[config.mk]
export PLATFORM = sky130hd
export DESIGN_NAME = keypad_password_entry
export DESIGN_NICKNAME = d
export VERILOG_FILES = /design/src/rtl/keypad_password_entry.sv
export SDC_FILE = /design/constraint.sdc
export NUM_CORES = 1
export LEC_CHECK = 0
export ABC_CLOCK_PERIOD_IN_PS = 4840
export CORE_UTILIZATION = 29
export DETAILED_ROUTE_END_ITERATION = 8
export SYNTH_ARGS = -nofsm -noshare
export SYNTH_HDL_FRONTEND = slang
export SYNTH_SLANG_ARGS = --single-unit
[constraint.sdc]
create_clock -name clk -period 4.84 [get_ports clk]
set_clock_uncertainty 0.2 [all_clocks]
set_input_delay 0.726 -clock clk [delete_from_list [all_inputs] [get_ports clk]]
set_output_delay 0.726 -clock clk [all_outputs]
set_load 0.01 [all_outputs]
[src/rtl/keypad_password_entry.sv]
// rtl/keypad_password_entry.sv - keypad digit collector and BCD-to-binary code converter
//
// Collects DIGITS decimal key presses, converts the code to binary most significant
// digit first, and presents it on password_out with a one-cycle password_valid strobe.
// Optional feature macro: KEYPAD_LOCKOUT_EN (alarm_in blocks keys and aborts entry).
//
// Ports:
//   clk            rising-edge clock
//   reset          synchronous, active-high
//   key_valid      one-cycle strobe per key press
//   key_code       0-9 digit, 0xA CLEAR, 0xB ENTER, 0xC BACKSPACE, 0xD-0xF ignored
//   alarm_in       alarm from door_control (only used with KEYPAD_LOCKOUT_EN)
//   password_out   last converted code, held between sends
//   password_valid one-cycle pulse with each password_out update
//   entry_active   high while collecting or converting
//   digit_count    digits currently buffered
//   entry_error    high while in the error hold
module keypad_password_entry #(
  parameter int DIGITS         = 4,
  parameter int WIDTH          = 14,
  parameter int TIMEOUT_CYCLES = 1000,
  parameter int ERR_HOLD       = 8
) (
  input  logic             clk,
  input  logic             reset,
  input  logic             key_valid,
  input  logic [3:0]       key_code,
  input  logic             alarm_in,
  output logic [WIDTH-1:0] password_out,
  output logic             password_valid,
  output logic             entry_active,
  output logic [2:0]       digit_count,
  output logic             entry_error
);

  localparam logic [1:0] S_IDLE    = 2'd0;
  localparam logic [1:0] S_ENTRY   = 2'd1;
  localparam logic [1:0] S_CONVERT = 2'd2;
  localparam logic [1:0] S_ERROR   = 2'd3;

  localparam logic [3:0] K_CLEAR = 4'hA;
  localparam logic [3:0] K_ENTER = 4'hB;
  localparam logic [3:0] K_BACK  = 4'hC;

  localparam int TW = $clog2(TIMEOUT_CYCLES);
  localparam int EW = $clog2(ERR_HOLD) + 1;

  localparam logic [2:0]    DIGITS_C = 3'(DIGITS);
  localparam logic [TW-1:0] TMAX     = TW'(TIMEOUT_CYCLES - 1);
  localparam logic [EW-1:0] EMAX     = EW'(ERR_HOLD - 1);

  logic [1:0]          state_q, state_d;
  logic [4*DIGITS-1:0] buf_q, buf_d;      // BCD digit i at bits [4i+3:4i], i=0 first typed
  logic [2:0]          cnt_q, cnt_d;
  logic [TW-1:0]       timer_q, timer_d;
  logic [EW-1:0]       err_q, err_d;
  logic [2:0]          idx_q, idx_d;
  logic [WIDTH-1:0]    acc_q, acc_d;
  logic [WIDTH-1:0]    pw_q, pw_d;
  logic                pv_q, pv_d;

  logic       key_ok;
  logic       abort;
  logic       is_digit;
  logic [3:0] digit_sel;

`ifdef KEYPAD_LOCKOUT_EN
  logic alarm_q;

  // Keys are ignored during alarm; a fresh alarm throws away a partial entry.
  assign key_ok = key_valid & ~alarm_in;
  assign abort  = alarm_in & ~alarm_q;

  always_ff @(posedge clk) begin
    if (reset) alarm_q <= 1'b0;
    else       alarm_q <= alarm_in;
  end
`else
  logic alarm_unused;

  assign alarm_unused = alarm_in;
  assign key_ok       = key_valid;
  assign abort        = 1'b0;
`endif

  assign is_digit  = (key_code <= 4'd9);
  // idx_q < DIGITS <= 4 whenever the selected digit is consumed
  assign digit_sel = buf_q[4*idx_q[1:0] +: 4];

  always_comb begin
    state_d = state_q;
    buf_d   = buf_q;
    cnt_d   = cnt_q;
    timer_d = timer_q;
    err_d   = err_q;
    idx_d   = idx_q;
    acc_d   = acc_q;
    pw_d    = pw_q;
    pv_d    = 1'b0;
    case (state_q)
      S_IDLE: begin
        if (key_ok && is_digit) begin
          buf_d      = '0;
          buf_d[3:0] = key_code;
          cnt_d      = 3'd1;
          timer_d    = '0;
          state_d    = S_ENTRY;
        end
      end
      S_ENTRY: begin
        if (abort) begin
          state_d = S_IDLE;
          buf_d   = '0;
          cnt_d   = '0;
        end else if (key_ok && key_code <= K_BACK) begin
          // A recognised key beats a timeout expiring on the same cycle.
          timer_d = '0;
          if (is_digit) begin
            if (cnt_q < DIGITS_C) begin
              buf_d[4*cnt_q[1:0] +: 4] = key_code;
              cnt_d = cnt_q + 3'd1;
            end else begin
              state_d = S_ERROR;
              err_d   = '0;
              cnt_d   = '0;
            end
          end else if (key_code == K_CLEAR) begin
            state_d = S_IDLE;
            buf_d   = '0;
            cnt_d   = '0;
          end else if (key_code == K_ENTER) begin
            if (cnt_q == DIGITS_C) begin
              state_d = S_CONVERT;
              idx_d   = '0;
              acc_d   = '0;
            end else begin
              state_d = S_ERROR;
              err_d   = '0;
              cnt_d   = '0;
            end
          end else begin
            cnt_d = cnt_q - 3'd1;
            if (cnt_q == 3'd1) begin
              state_d = S_IDLE;
              buf_d   = '0;
            end
          end
        end else if (timer_q == TMAX) begin
          state_d = S_IDLE;
          buf_d   = '0;
          cnt_d   = '0;
        end else begin
          timer_d = timer_q + TW'(1);
        end
      end
      S_CONVERT: begin
        // DIGITS accumulate cycles, then one publish cycle: DIGITS+1 after ENTER.
        if (idx_q == DIGITS_C) begin
          pw_d    = acc_q;
          pv_d    = 1'b1;
          state_d = S_IDLE;
          buf_d   = '0;
          cnt_d   = '0;
        end else begin
          acc_d = (acc_q << 3) + (acc_q << 1) + WIDTH'(digit_sel);
          idx_d = idx_q + 3'd1;
        end
      end
      default: begin
        if (err_q == EMAX) begin
          state_d = S_IDLE;
          buf_d   = '0;
        end else begin
          err_d = err_q + EW'(1);
        end
      end
    endcase
  end

  always_ff @(posedge clk) begin
    if (reset) begin
      state_q <= S_IDLE;
      buf_q   <= '0;
      cnt_q   <= '0;
      timer_q <= '0;
      err_q   <= '0;
      idx_q   <= '0;
      acc_q   <= '0;
      pw_q    <= '0;
      pv_q    <= 1'b0;
    end else begin
      state_q <= state_d;
      buf_q   <= buf_d;
      cnt_q   <= cnt_d;
      timer_q <= timer_d;
      err_q   <= err_d;
      idx_q   <= idx_d;
      acc_q   <= acc_d;
      pw_q    <= pw_d;
      pv_q    <= pv_d;
    end
  end

  assign password_out   = pw_q;
  assign password_valid = pv_q;
  assign entry_active   = (state_q == S_ENTRY) || (state_q == S_CONVERT);
  assign digit_count    = cnt_q;
  assign entry_error    = (state_q == S_ERROR);

endmodule

* After elaboration in Yosys (flattened, before gate mapping) *
Index checks and enable logic that the tools add are counted.
W data, S select, Z words.

operators by class
  add/sub/neg operators = 8
  magnitude comparators = 3
  equality and inequality tests = 31
  shift-type cells = 3
  muxes and demuxes = 61
  bitwise gates (word level) = 2
  reductions and logical operators = 17

operators by type and width
  kind                       count
  $mux W16                   10
  $mux W14                   6
  $pmux W16 S3               1
  $mux W3                    15
  $neg A4 Y34                1
  $shift A4 B34 Y16 const A  1
  $shiftx A4 B34 Y16         1
  $mux W10                   3
  $mux W4                    7
  $pmux W14 S2               1
  $reduce_and A7 Y1          3
  $mux W2                    10
  $pmux W10 S2               1
  $ne A3 B3 Y1 const B       6
  $bwmux W16                 1
  $ne A2 B2 Y1 const B       8
  $shiftx A16 B5 Y4          1
  $add A14 B14 Y14           1
  $add A14 B4 Y14            1
  $ne A6 B6 Y1 const B       2
  $add A10 B1 Y10 const B    1
  $eq A10 B10 Y1 const B     1
  $ne A5 B5 Y1 const B       2
  $pmux W3 S3                1
  29 further kinds           40

word-level totals
  register bits = 67
  input port bits = 8
  output and inout port bits = 20
  word-level logic and storage cells = 134

* Depth between registers and ports, before layout *
Gate-level depths: netlist of run 1.

  word-level depth = 7
  depth in mapped cells = 11
  depth with buffers taken out = 10

* Worst setup path before layout of run 1 *
OpenSTA, ideal clock, no wires.

  path kind = reg-to-reg
  start point = reg idx_q[0]
  end point = reg acc_q[10]
  library setup time = 0.141 ns
  arrival time = 3.093 ns
  data required time = 4.499 ns
  setup slack = 1.406 ns
  stages on the path, launching flop included = 11
  buffers on the path = 1
  clock period less this slack = 3.434 ns
  cells stage by stage = dfxtp_1 > clkbuf_1 > mux4_2 > ha_1 > ha_1 > fa_1 > a211oi_1 > o21bai_1 > a2111oi_0 > or4_1 > o311ai_0

on the way
  cells in the longest elaborated chain, start to end = 4
  elaborated cells on any way between the ends = 7
  those cells by class = 1 x add/sub; 2 x eq/ne; 1 x shift; 2 x mux; 1 x reduce/logical

RTL lines
  what                    RTL line  RTL
  from (decl)             57        logic [2:0] idx_q, idx_d;
  from (signal assigned)  197       idx_q <= idx_d;
  $shiftx A16 B5 Y4       88        assign digit_sel = buf_q[4*idx_q[1:0] +: 4];
  $add A14 B4 Y14         165       acc_d = (acc_q << 3) + (acc_q << 1) + WIDTH'(digit_sel);
  $mux W14                158       if (idx_q == DIGITS_C) begin
  $pmux W14 S2            100       case (state_q)
  to (signal assigned)    188       acc_q <= '0;
  to (signal assigned)    198       acc_q <= acc_d;
  to (decl)               58        logic [WIDTH-1:0] acc_q, acc_d;

Several ways; a longest one is shown, not always the timed one. The select of a mux whose other input is x is not followed.
A chain may end at the register's enable or synchronous reset.

* Worst setup path in the final report of run 1 *
Same ends and word-level chain as after synthesis.

==> results of run 1 <==
-- cells by family after synthesis --
logic type / after synthesis / synth area share
simple gates: 167 / 0.208
compound gates: 153 / 0.247
flops: 67 / 0.319
buf+inv: 56 / 0.0520
fa+ha+maj: 38 / 0.117
xor+xnor: 15 / 0.0312
mux: 6 / 0.0262
-- final cells by class --
| type | instances | area (sq um) | area share |
|---|---|---|---|
| Sequential cell | 67 | 1340 | 0.276 |
| Tap cell | 180 | 225 | 0.0463 |
| Timing Repair Buffer | 29 | 283 | 0.0581 |
| Multi-Input combinational cell | 379 | 2650 | 0.544 |
| Inverter | 23 | 86.3 | 0.0177 |
| Clock inverter | 4 | 25.0 | 0.00514 |
| Clock buffer | 12 | 256 | 0.0527 |
-- worst max-delay path by stage --
| stage | from | to | slack [ns] | cells past startpoint |
|---|---|---|---|---|
| after global placement | idx_q[0]$_SDFFE_PP0P_ | acc_q[10]$_SDFFE_PP0P_ | 1.21 | 9 |
| after floorplan | idx_q[0]$_SDFFE_PP0P_ | acc_q[10]$_SDFFE_PP0P_ | 1.41 | 10 |
| final | idx_q[0]$_SDFFE_PP0P_ | acc_q[10]$_SDFFE_PP0P_ | 1.08 | 9 |
| after CTS | idx_q[0]$_SDFFE_PP0P_ | acc_q[10]$_SDFFE_PP0P_ | 1.09 | 9 |
| after global routing | idx_q[0]$_SDFFE_PP0P_ | acc_q[10]$_SDFFE_PP0P_ | 0.87 | 9 |
| after detailed placement | idx_q[0]$_SDFFE_PP0P_ | acc_q[10]$_SDFFE_PP0P_ | 1.11 | 9 |
-- power by group --
part	internal, uW	switching [uW]
logic	151	292
registers	577	25.5
clock network	373	240
-- stage by stage --
step	setup WS [ns]	area, sq um	total power, uW
after floorplan	1.41	4210	937
after global placement	1.21	4580	1040
after detailed placement	1.11	4580	1050
after CTS	1.09	4870	1670
after global routing	0.866	4870	1750
final	1.08	4870	1660
-- Yosys cell counts (4+ instances only) --
cell                        instances  area, sq um
sky130_fd_sc_hd__a31o_2             4         35.0
sky130_fd_sc_hd__buf_2              7         35.0
sky130_fd_sc_hd__buf_1              4         15.0
sky130_fd_sc_hd__nor2_1            20         75.1
sky130_fd_sc_hd__nand3_1           25          125
sky130_fd_sc_hd__nor2b_1           16          100
sky130_fd_sc_hd__o41ai_1           12          105
sky130_fd_sc_hd__xor2_1             5         43.8
sky130_fd_sc_hd__o21ai_0           16         80.1
sky130_fd_sc_hd__nand2_1           56          210
sky130_fd_sc_hd__nand3b_1           5         37.5
sky130_fd_sc_hd__ha_1              36          450
sky130_fd_sc_hd__mux4_2             4         90.1
sky130_fd_sc_hd__o211ai_1          18          135
sky130_fd_sc_hd__xnor2_1           10         87.6
sky130_fd_sc_hd__inv_1             23         86.3
sky130_fd_sc_hd__nor3_1             6         30.0
sky130_fd_sc_hd__o32ai_1            4         35.0
sky130_fd_sc_hd__or2_2              4         25.0
sky130_fd_sc_hd__a21oi_1           49          245
sky130_fd_sc_hd__clkbuf_1          22         82.6
sky130_fd_sc_hd__and3_1             6         37.5
sky130_fd_sc_hd__or3_1              5         31.3
sky130_fd_sc_hd__a31oi_1           16          100
sky130_fd_sc_hd__nand4b_1           4         35.0
sky130_fd_sc_hd__dfxtp_1           67         1340
sky130_fd_sc_hd__a2111oi_0          5         43.8
-- sequential cells by signal, summed over array words and instances (netlist names) --
name and count:
idx_q 3, timer_q 10, acc_q 14, buf_q 16
digit_count 3, password_valid 1, password_out 14, state_q 2
err_q 4
-- layout by cell type, fill, tap and decap left out, types with 6 or more instances in the layout --
cell type	Yosys	final
sky130_fd_sc_hd__inv_1	23	23
sky130_fd_sc_hd__clkdlybuf4s50_1	0	26
sky130_fd_sc_hd__a31oi_1	16	16
sky130_fd_sc_hd__a21oi_1	49	49
sky130_fd_sc_hd__ha_1	36	36
sky130_fd_sc_hd__o21ai_0	16	16
sky130_fd_sc_hd__nor3_1	6	6
sky130_fd_sc_hd__nor2_1	20	20
sky130_fd_sc_hd__xnor2_1	10	10
sky130_fd_sc_hd__dfxtp_1	67	67
sky130_fd_sc_hd__nand2_1	56	56
sky130_fd_sc_hd__o41ai_1	12	12
sky130_fd_sc_hd__clkbuf_16	0	9
sky130_fd_sc_hd__and3_1	6	6
sky130_fd_sc_hd__o211ai_1	18	18
sky130_fd_sc_hd__nand3_1	25	25
sky130_fd_sc_hd__nor2b_1	16	16
-- metal layers --
layer  GRT usage  vias to the layer above
met2       0.224                      111
li1            -                     1876
met5           0                        -
met1       0.193                     1777
met3      0.0349                       16
met4      0.0534                        0
-- worst max-delay path: cells and delay by family, from the launching register on --
kind / cells / cell delay (ns)
flip-flops: 1 / 0.51
AND/OR/NAND/NOR: 1 / 0.19
AO/OA/AOI/OAI: 4 / 1.16
multiplexers: 1 / 0.58
adder cells (fa/ha/maj): 3 / 0.96
==> flow_summary.yaml, run 1 <==
global_route:
  grt_antenna_before_repair: 0
  grt_max_degree: 44
  gr-usage-all-layers: 0.144
  globalRouteOverflowTotal: 0
  vias_in_the_first_global_route: 3554
  grt_pass1_wl_microns: 17100
worst_setup_path:
  cp_data_arrival_time_ns: 3.75
  critical_path.max_stage_delay_ns: 0.58
  ff2ff_path_depth: 9
  worst-r2r-setup-slack_ns: 1.08
  path_common_cell: "sky130_fd_sc_hd__ha_1"
  cp-end-kind: "register"
  worstPathCellList: "mux4_2 > ha_1 > ha_1 > fa_1 > a211oi_1 > o21bai_1 > a2111oi_0 > or4_1 > o311ai_0"
  crit_path_max_fanout: 7
  critPathRequiredTime_ns: 4.83
  critPathLaunchType: "register"
  regToRegEndpoint: "acc_q[10]$_SDFFE_PP0P_"
  critical-path-slowest-cell: "sky130_fd_sc_hd__mux4_2"
  critical_path_class: "register to register"
  reg2reg_from: "idx_q[0]$_SDFFE_PP0P_"
logic_synthesis:
  ys.flop_type: "sky130_fd_sc_hd__dfxtp_1"
  synth_fp_nets: 548
  post_synth_instance_area_sq_um: 4210
  postSynthAreaPerCell_sq_um: 8.38
  synth_enable_flop_cells: 0
  syn-instance-count: 502
  yosysWarnings: 0
  ys_seq_elements: 67
  synth_seq_area_share: 0.319
  ys_types: 58
  async_reset_ff_frac: 0
clocking:
  cts.path.max_buffers: 2
  clock_sinks: 67
  path_clk_slew_ns: 0.06
  tritoncts.num_buffers: 9
  postCtsHoldBufs: 0
  cts.repair_timing.setup_buffer_count: 0
  cts.repair.resized: 0
  worstSkewPairLatency_ns: 0.33
  number_of_levels_in_the_clock_h_tree: 3
  cts.root.buffer_cell: "sky130_fd_sc_hd__clkbuf_16"
  cts_tree: "yes"
floorplan:
  die-height_microns: 122
  die_width_microns: 122
  row_count: 43
  initial_core_util: 0.300
  io_pins: 28
  floorplan.core_area_sq_um: 14000
  die-area_sq_um: 15000
timing:
  tightestPinTransition_ns: 0.823
  hold_violations_final: 0
  timing_limited_maximum_frequency_ghz: 0.266
  fin_tns_setup_ns: 0
  timing.hold.ws_ns: 0.254
  final.min_clock_period_ns: 3.76
  period_utilization_post_route: 0.777
  grt_setup_unrepaired: "no"
  slew_viol_final: 0
  max-slew-margin-rel: 0.451
  setup_viol: 0
status:
  result_of_the_run: "finished clean"
drt:
  dr_total_vias: 3780
  ant_nets: 0
  met1_length_microns: 4960
  met2_length_microns: 4600
  dr_wl_met3_microns: 529
  routedWlPerCell_microns: 14.8
  post_drt_via_cell_ratio: 5.45
  drcViolationCount: 0
  drtIter0Drc: 233
  drt_pre_antenna_iters: 4
  topRoutingLayerUsed: "met4"
  finalWirelength_microns: 10300
worst_hold_path:
  hp-start: "password_out[8]$_SDFFE_PP0P_"
  whs_endpoint: "password_out[8]$_SDFFE_PP0P_"
  hold_path_class: "register to register"
  hold_path_depth: 2
final_layout:
  drive_above_1_share: 0.0700
  num-nets-final: 555
  area_growth_pct: 15.6
  stdcell_count: 694
  diodes: 0
  fillCellCount: 1433
  layout.core_utilization: 0.347
job:
  cap_violations: 0
placed_design:
  numPlacedInstances: 678
  dp.final_hpwl_microns: 7200
  port_buffers: 26
  gpl.final_weighted_congestion: 0.826
pwr:
  leakage_power_figure_uw: 0.00175
  ir_worst_vdd_uv: 183
  power.density_cell_area_nw_per_um2: 341
No activity file was read; power rests on OpenSTA's default activity.
==> run 2: changes to the inputs <==
Settings changed: ABC_CLOCK_PERIOD_IN_PS 4840 to 3100.
Clock period 4.84 ns to 3.1 ns, I/O delays scaled along.
==> run 2 against run 1 <==
Flip-flop and latch count did not move. Final cell count increased by 3.9%. Die area did not move. Total power grew 64%. Clock power grew 65%. Sequential power rose by 55%. Global-route usage grew 1.1 points. Design area grew 7.4%. Combinational power is 74% higher. Sequential share of layout area is 1.7 points lower.
==> flow_summary.yaml, run 2 (same netlist as run 1, synthesis figures left out) <==
worst_setup_path:
  critPathRequiredTime_ns: 3.11
  regToRegEndpoint: "acc_q[13]$_SDFFE_PP0P_"
  ff2ff_path_depth: 10
  startpoint: "idx_q[0]$_SDFFE_PP0P_"
  critPathLaunchType: "register"
  cp-end-kind: "register"
  crit_path_max_fanout: 4
  worst-r2r-setup-slack_ns: 0.07
  crit_path_end: "acc_q[13]$_SDFFE_PP0P_"
  reg2reg_from: "idx_q[0]$_SDFFE_PP0P_"
  critical_path_class: "register to register"
  cp_data_arrival_time_ns: 3.04
final_layout:
  area_growth_pct: 24.1
  final_cell_mix: "sky130_fd_sc_hd__dfxtp_1 (65), sky130_fd_sc_hd__nand2_1 (56), sky130_fd_sc_hd__a21oi_1 (49)"
  post_layout_instance_area_sq_um: 5220
  diodes: 0
  num-nets-final: 582
  layout_commonest_cell: "sky130_fd_sc_hd__dfxtp_1"
  registers.top_by_ff_count: "buf_q"
  largest_register_ff_count: 16
  drive_above_1_share: 0.146
clocking:
  clock_sinks: 67
  cts.path.max_buffers: 2
  cts_tree: "yes"
  tritoncts.num_buffers: 9
  worstSkewPairLatency_ns: 0.34
  number_of_levels_in_the_clock_h_tree: 3
  cts.root.buffer_cell: "sky130_fd_sc_hd__clkbuf_16"
  postCtsHoldBufs: 0
  path_clk_slew_ns: 0.05
floorplan:
  die-height_microns: 122
  die_width_microns: 122
  die-area_sq_um: 15000
  floorplan.core_area_sq_um: 14000
  io_pins: 28
  row_count: 43
  initial_core_util: 0.300
global_route:
  grt_antenna_before_repair: 0
  grt_max_degree: 43
  grt_pass1_wl_microns: 18400
  vias_in_the_first_global_route: 3845
  globalRouteOverflowTotal: 0
  gr-usage-all-layers: 0.155
drt:
  post_drt_via_cell_ratio: 5.42
  finalWirelength_microns: 11000
  drt_pre_antenna_iters: 5
  dr_total_vias: 3905
  drcViolationCount: 0
  ant_nets: 0
  routedWlPerCell_microns: 15.3
  drtIter0Drc: 283
placed_design:
  gpl.final_weighted_congestion: 0.878
  port_buffers: 26
  dp.final_hpwl_microns: 7750
  place_area_sq_um: 4780
pwr:
  post-layout-total-power_uw: 2720
  switching_power_uw: 890
  swShare: 0.328
  pwr-share-clk: 0.373
  internal_power_uw: 1830
  leakage_power_figure_uw: 0.00193
  power.density_cell_area_nw_per_um2: 520
  ir_worst_vdd_uv: 277
  power.share.combinational: 0.284
  power.sequential.fraction: 0.343
status:
  result_of_the_run: "finished clean"
timing:
  slew_viol_final: 0
  grt_setup_unrepaired: "yes"
  timing_limited_maximum_frequency_ghz: 0.331
  tightestPinTransition_ns: 1.19
  setup_viol: 0
  max-slew-margin-rel: 0.204
  final.min_clock_period_ns: 3.03
  fin_tns_setup_ns: 0
  period_utilization_post_route: 0.976
  hold_violations_final: 0
worst_hold_path:
  hold_path_class: "register to register"
job:
  cap_violations: 0
==> run 2: cell types whose count changed in the layout (fill, tap and decap cells not counted), moves of 3 or more <==
cell	previous run	this run
sky130_fd_sc_hd__clkbuf_1	1	4
sky130_fd_sc_hd__ha_4	0	3
sky130_fd_sc_hd__a2111oi_4	0	3
sky130_fd_sc_hd__buf_4	3	30
sky130_fd_sc_hd__ha_1	36	33
sky130_fd_sc_hd__a2111oi_0	5	2
==> run 2: repair_timing <==
item	CTS	global route
pin swaps	6	13
buffers inserted	2	0
setup endpoints to repair	6	4
resized for setup	15	13
==> run 2: worst min path at each step <==
stage | startpoint | cells after the start | slack, ns | to
3_5_place_dp | password_out[9]$_SDFFE_PP0P_ | 2 | 0.25 | password_out[9]$_SDFFE_PP0P_
4_1_cts | password_out[9]$_SDFFE_PP0P_ | 2 | 0.25 | password_out[9]$_SDFFE_PP0P_
6_report | password_out[9]$_SDFFE_PP0P_ | 2 | 0.25 | password_out[9]$_SDFFE_PP0P_
2_1_floorplan | acc_q[13]$_SDFFE_PP0P_ | 2 | 0.23 | password_out[13]$_SDFFE_PP0P_
5_1_grt | password_out[5]$_SDFFE_PP0P_ | 2 | 0.27 | password_out[5]$_SDFFE_PP0P_
3_3_place_gp | password_out[4]$_SDFFE_PP0P_ | 2 | 0.24 | password_out[4]$_SDFFE_PP0P_
==> run 2: per-stage QoR <==
stage / hold slack, ns / setup slack [ns] / utilization / std cells
2_1_floorplan: 0.232 / -0.0171 / - / 502
3_3_place_gp: 0.244 / -0.222 / 0.341 / 703
3_5_place_dp: 0.247 / -0.277 / 0.341 / 703
4_1_cts: 0.254 / 0.0119 / 0.366 / 721
5_1_grt: 0.274 / -0.0556 / 0.372 / 721
6_report: 0.252 / 0.0748 / 0.372 / 721
==> run 2: area by class of cell <==
class	count	area, sq um
Timing Repair Buffer	56	485
Sequential cell	67	1350
Fill cell	1401	8820
Clock inverter	2	35.0
Tap cell	180	225
Clock buffer	14	254
Inverter	23	86.3
Multi-Input combinational cell	379	2790
==> run 2: worst max-delay path, cell delays in order, from the launching register on <==
cell,delay [ns]
sky130_fd_sc_hd__dfxtp_4,0.37
sky130_fd_sc_hd__mux4_2,0.50
sky130_fd_sc_hd__inv_2,0.07
sky130_fd_sc_hd__fa_1,0.42
sky130_fd_sc_hd__inv_2,0.10
sky130_fd_sc_hd__ha_4,0.21
sky130_fd_sc_hd__a211oi_4,0.27
sky130_fd_sc_hd__o21ai_2,0.12
sky130_fd_sc_hd__a2111oi_4,0.39
sky130_fd_sc_hd__or4_4,0.19
sky130_fd_sc_hd__nand3_2,0.06
==> run 2: power by group through the flow <==
stage / Clock (uW) / Combinational, uW / Sequential [uW]
floorplan: 0 / 513 / 950
global placement: 0 / 726 / 949
detailed placement: 0 / 740 / 951
CTS: 1030 / 754 / 931
global route: 1060 / 847 / 936
finish: 1010 / 770 / 931
==> run 2: metal layers <==
layer	global-route usage	up-vias	part of all wire
met3	0.0349	13	0.052
met4	0.0572	0	0.012
met5	0	-	0
met2	0.264	116	0.48
li1	-	1943	-
met1	0.190	1833	0.46
==> run 3: changes to the inputs <==
Settings changed: ABC_CLOCK_PERIOD_IN_PS 3100 to unset, MAX_ROUTING_LAYER set to met4.
==> run 3 against run 2 <==
Via count is 0.74% higher. Register-to-register slack is essentially flat. Design area did not move. Critical path depth unchanged. Sequential power about the same. Hold slack worse by 0.00073 ns. Global-route usage rose by 0.45 points. Utilization unchanged. Largest cell class unchanged. Largest power group unchanged.
==> flow_summary.yaml, run 3 (same netlist as run 1, synthesis figures left out) <==
status:
  result_of_the_run: "finished clean"
clocking:
  worstSkewPairLatency_ns: 0.34
  number_of_levels_in_the_clock_h_tree: 3
  cts_tree: "yes"
  clock_sinks: 67
  cts.root.buffer_cell: "sky130_fd_sc_hd__clkbuf_16"
  tritoncts.num_buffers: 9
  path_clk_slew_ns: 0.05
  cts.path.max_buffers: 2
timing:
  grt_setup_unrepaired: "yes"
  tightestPinTransition_ns: 1.18
  setup_viol: 0
  period_utilization_post_route: 0.978
  finalWorstSetupSlack_ns: 0.0697
  timing_limited_maximum_frequency_ghz: 0.330
  hold_violations_final: 0
  final.min_clock_period_ns: 3.03
  slew_viol_final: 0
  max-slew-margin-rel: 0.210
final_layout:
  num-nets-final: 582
  final_cell_mix: "sky130_fd_sc_hd__dfxtp_1 (65), sky130_fd_sc_hd__nand2_1 (56), sky130_fd_sc_hd__a21oi_1 (49)"
  layout_commonest_cell: "sky130_fd_sc_hd__dfxtp_1"
  registers.top_by_ff_count: "buf_q"
  largest_register_ff_count: 16
  stdcell_count: 721
  drive_above_1_share: 0.146
  area_growth_pct: 24.1
  diodes: 0
  post_layout_instance_area_sq_um: 5220
worst_setup_path:
  critical_path.max_stage_delay_ns: 0.50
  path_common_cell: "sky130_fd_sc_hd__inv_2"
  worst-r2r-setup-slack_ns: 0.07
  worstPathCellList: "mux4_2 > inv_2 > fa_1 > inv_2 > ha_4 > a211oi_4 > o21ai_2 > a2111oi_4 > or4_4 > nand3_2"
  reg2reg_from: "idx_q[0]$_SDFFE_PP0P_"
  critPathRequiredTime_ns: 3.12
  critical_path_class: "register to register"
  cp_data_arrival_time_ns: 3.05
  critPathLaunchType: "register"
  crit_path_end: "acc_q[13]$_SDFFE_PP0P_"
  crit_path_max_fanout: 4
  regToRegEndpoint: "acc_q[13]$_SDFFE_PP0P_"
  startpoint: "idx_q[0]$_SDFFE_PP0P_"
  cp-end-kind: "register"
  critical-path-slowest-cell: "sky130_fd_sc_hd__mux4_2"
  ff2ff_path_depth: 10
drt:
  routedWlPerCell_microns: 15.4
  ant_nets: 0
  drtIter0Drc: 310
  dr_total_vias: 3934
  drcViolationCount: 0
  finalWirelength_microns: 11100
  post_drt_via_cell_ratio: 5.46
  drt_pre_antenna_iters: 5
pwr:
  leakage_power_figure_uw: 0.00193
  power.density_cell_area_nw_per_um2: 520
  ir_worst_vdd_uv: 277
  post-layout-total-power_uw: 2720
placed_design:
  port_buffers: 26
  gpl.final_weighted_congestion: 0.893
  dp.final_hpwl_microns: 7750
  pre_cts_slack_ns: -0.277
  numPlacedInstances: 703
  place_area_sq_um: 4780
global_route:
  busiest_layer: "met2"
  gr-usage-met3: 0.0390
  globalRouteOverflowTotal: 0
  grt_pass1_wl_microns: 18400
  grt.met2_usage: 0.264
  grt_antenna_before_repair: 0
  groute.layer.met1.usage: 0.189
  vias_in_the_first_global_route: 3833
  grt_max_degree: 43
  gr-usage-all-layers: 0.160
floorplan:
  initial_core_util: 0.300
  die-height_microns: 122
  row_count: 43
  die-area_sq_um: 15000
  die_width_microns: 122
  floorplan.core_area_sq_um: 14000
  io_pins: 28
job:
  cap_violations: 0
worst_hold_path:
  hold_path_class: "register to register"
==> run 3: cell counts in the layout (fill, tap and decap cells not counted) <==
Identical to the previous run, type by type.
==> run 3: metal layers <==
layer | wire (microns) | part of all wire
met1 | 5030 | 0.45
met3 | 647 | 0.058
met5 | 0 | 0
met2 | 5280 | 0.48
met4 | 119 | 0.011
==> run 3: layout make-up <==
class                           count  area, sq um
Tap cell                          180          225
Sequential cell                    67         1350
Clock buffer                       14          254
Multi-Input combinational cell    379         2790
Timing Repair Buffer               56          485
Clock inverter                      2         35.0
Fill cell                        1401         8820
Inverter                           23         86.3
==> run 3: metrics by stage <==
| stage | setup TNS, ns | hold WS (ns) | utilization |
|---|---|---|---|
| after global routing | -0.132 | 0.274 | 0.372 |
| after CTS | 0 | 0.254 | 0.366 |
| after detailed placement | -0.910 | 0.247 | 0.341 |
| after floorplan | -0.0291 | 0.232 | - |
| after global placement | -0.664 | 0.244 | 0.341 |
| final | 0 | 0.252 | 0.372 |
==> run 3: worst min path at each step <==
stage | cells after the start | startpoint | slack (ns) | endpoint
floorplan | 2 | acc_q[13]$_SDFFE_PP0P_ | 0.23 | password_out[13]$_SDFFE_PP0P_
global placement | 2 | password_out[4]$_SDFFE_PP0P_ | 0.24 | password_out[4]$_SDFFE_PP0P_
detailed placement | 2 | password_out[9]$_SDFFE_PP0P_ | 0.25 | password_out[9]$_SDFFE_PP0P_
CTS | 2 | password_out[9]$_SDFFE_PP0P_ | 0.25 | password_out[9]$_SDFFE_PP0P_
global route | 2 | password_out[5]$_SDFFE_PP0P_ | 0.27 | password_out[5]$_SDFFE_PP0P_
finish | 2 | password_out[9]$_SDFFE_PP0P_ | 0.25 | password_out[9]$_SDFFE_PP0P_
==> run 3: worst max-delay path: cells and delay by family (launching register included) <==
| family | cells | cell delay, ns |
|---|---|---|
| DFF | 1 | 0.37 |
| AOI/OAI and AO/OA | 3 | 0.78 |
| and+or+nand+nor | 2 | 0.25 |
| muxes | 1 | 0.50 |
| buffers and inverters | 2 | 0.18 |
| adders and majority gates | 2 | 0.63 |
==> run 3: where the power goes <==
part,internal [uW],switching (uW),total (uW),leakage [uW]
Sequential,899,31.7,931,0.000542
Combinational,282,488,771,0.00124
Clock,644,372,1020,0.000141
Total,1830,892,2720,0.00193
==> run 3: timing repair <==
item | CTS | global route
setup buffers | 2 | 0
pin swaps | 6 | 13
endpoints found under the hold margin | 0 | 0
hold buffers | 0 | 0
setup endpoints to repair | 6 | 4
resized for setup | 15 | 13
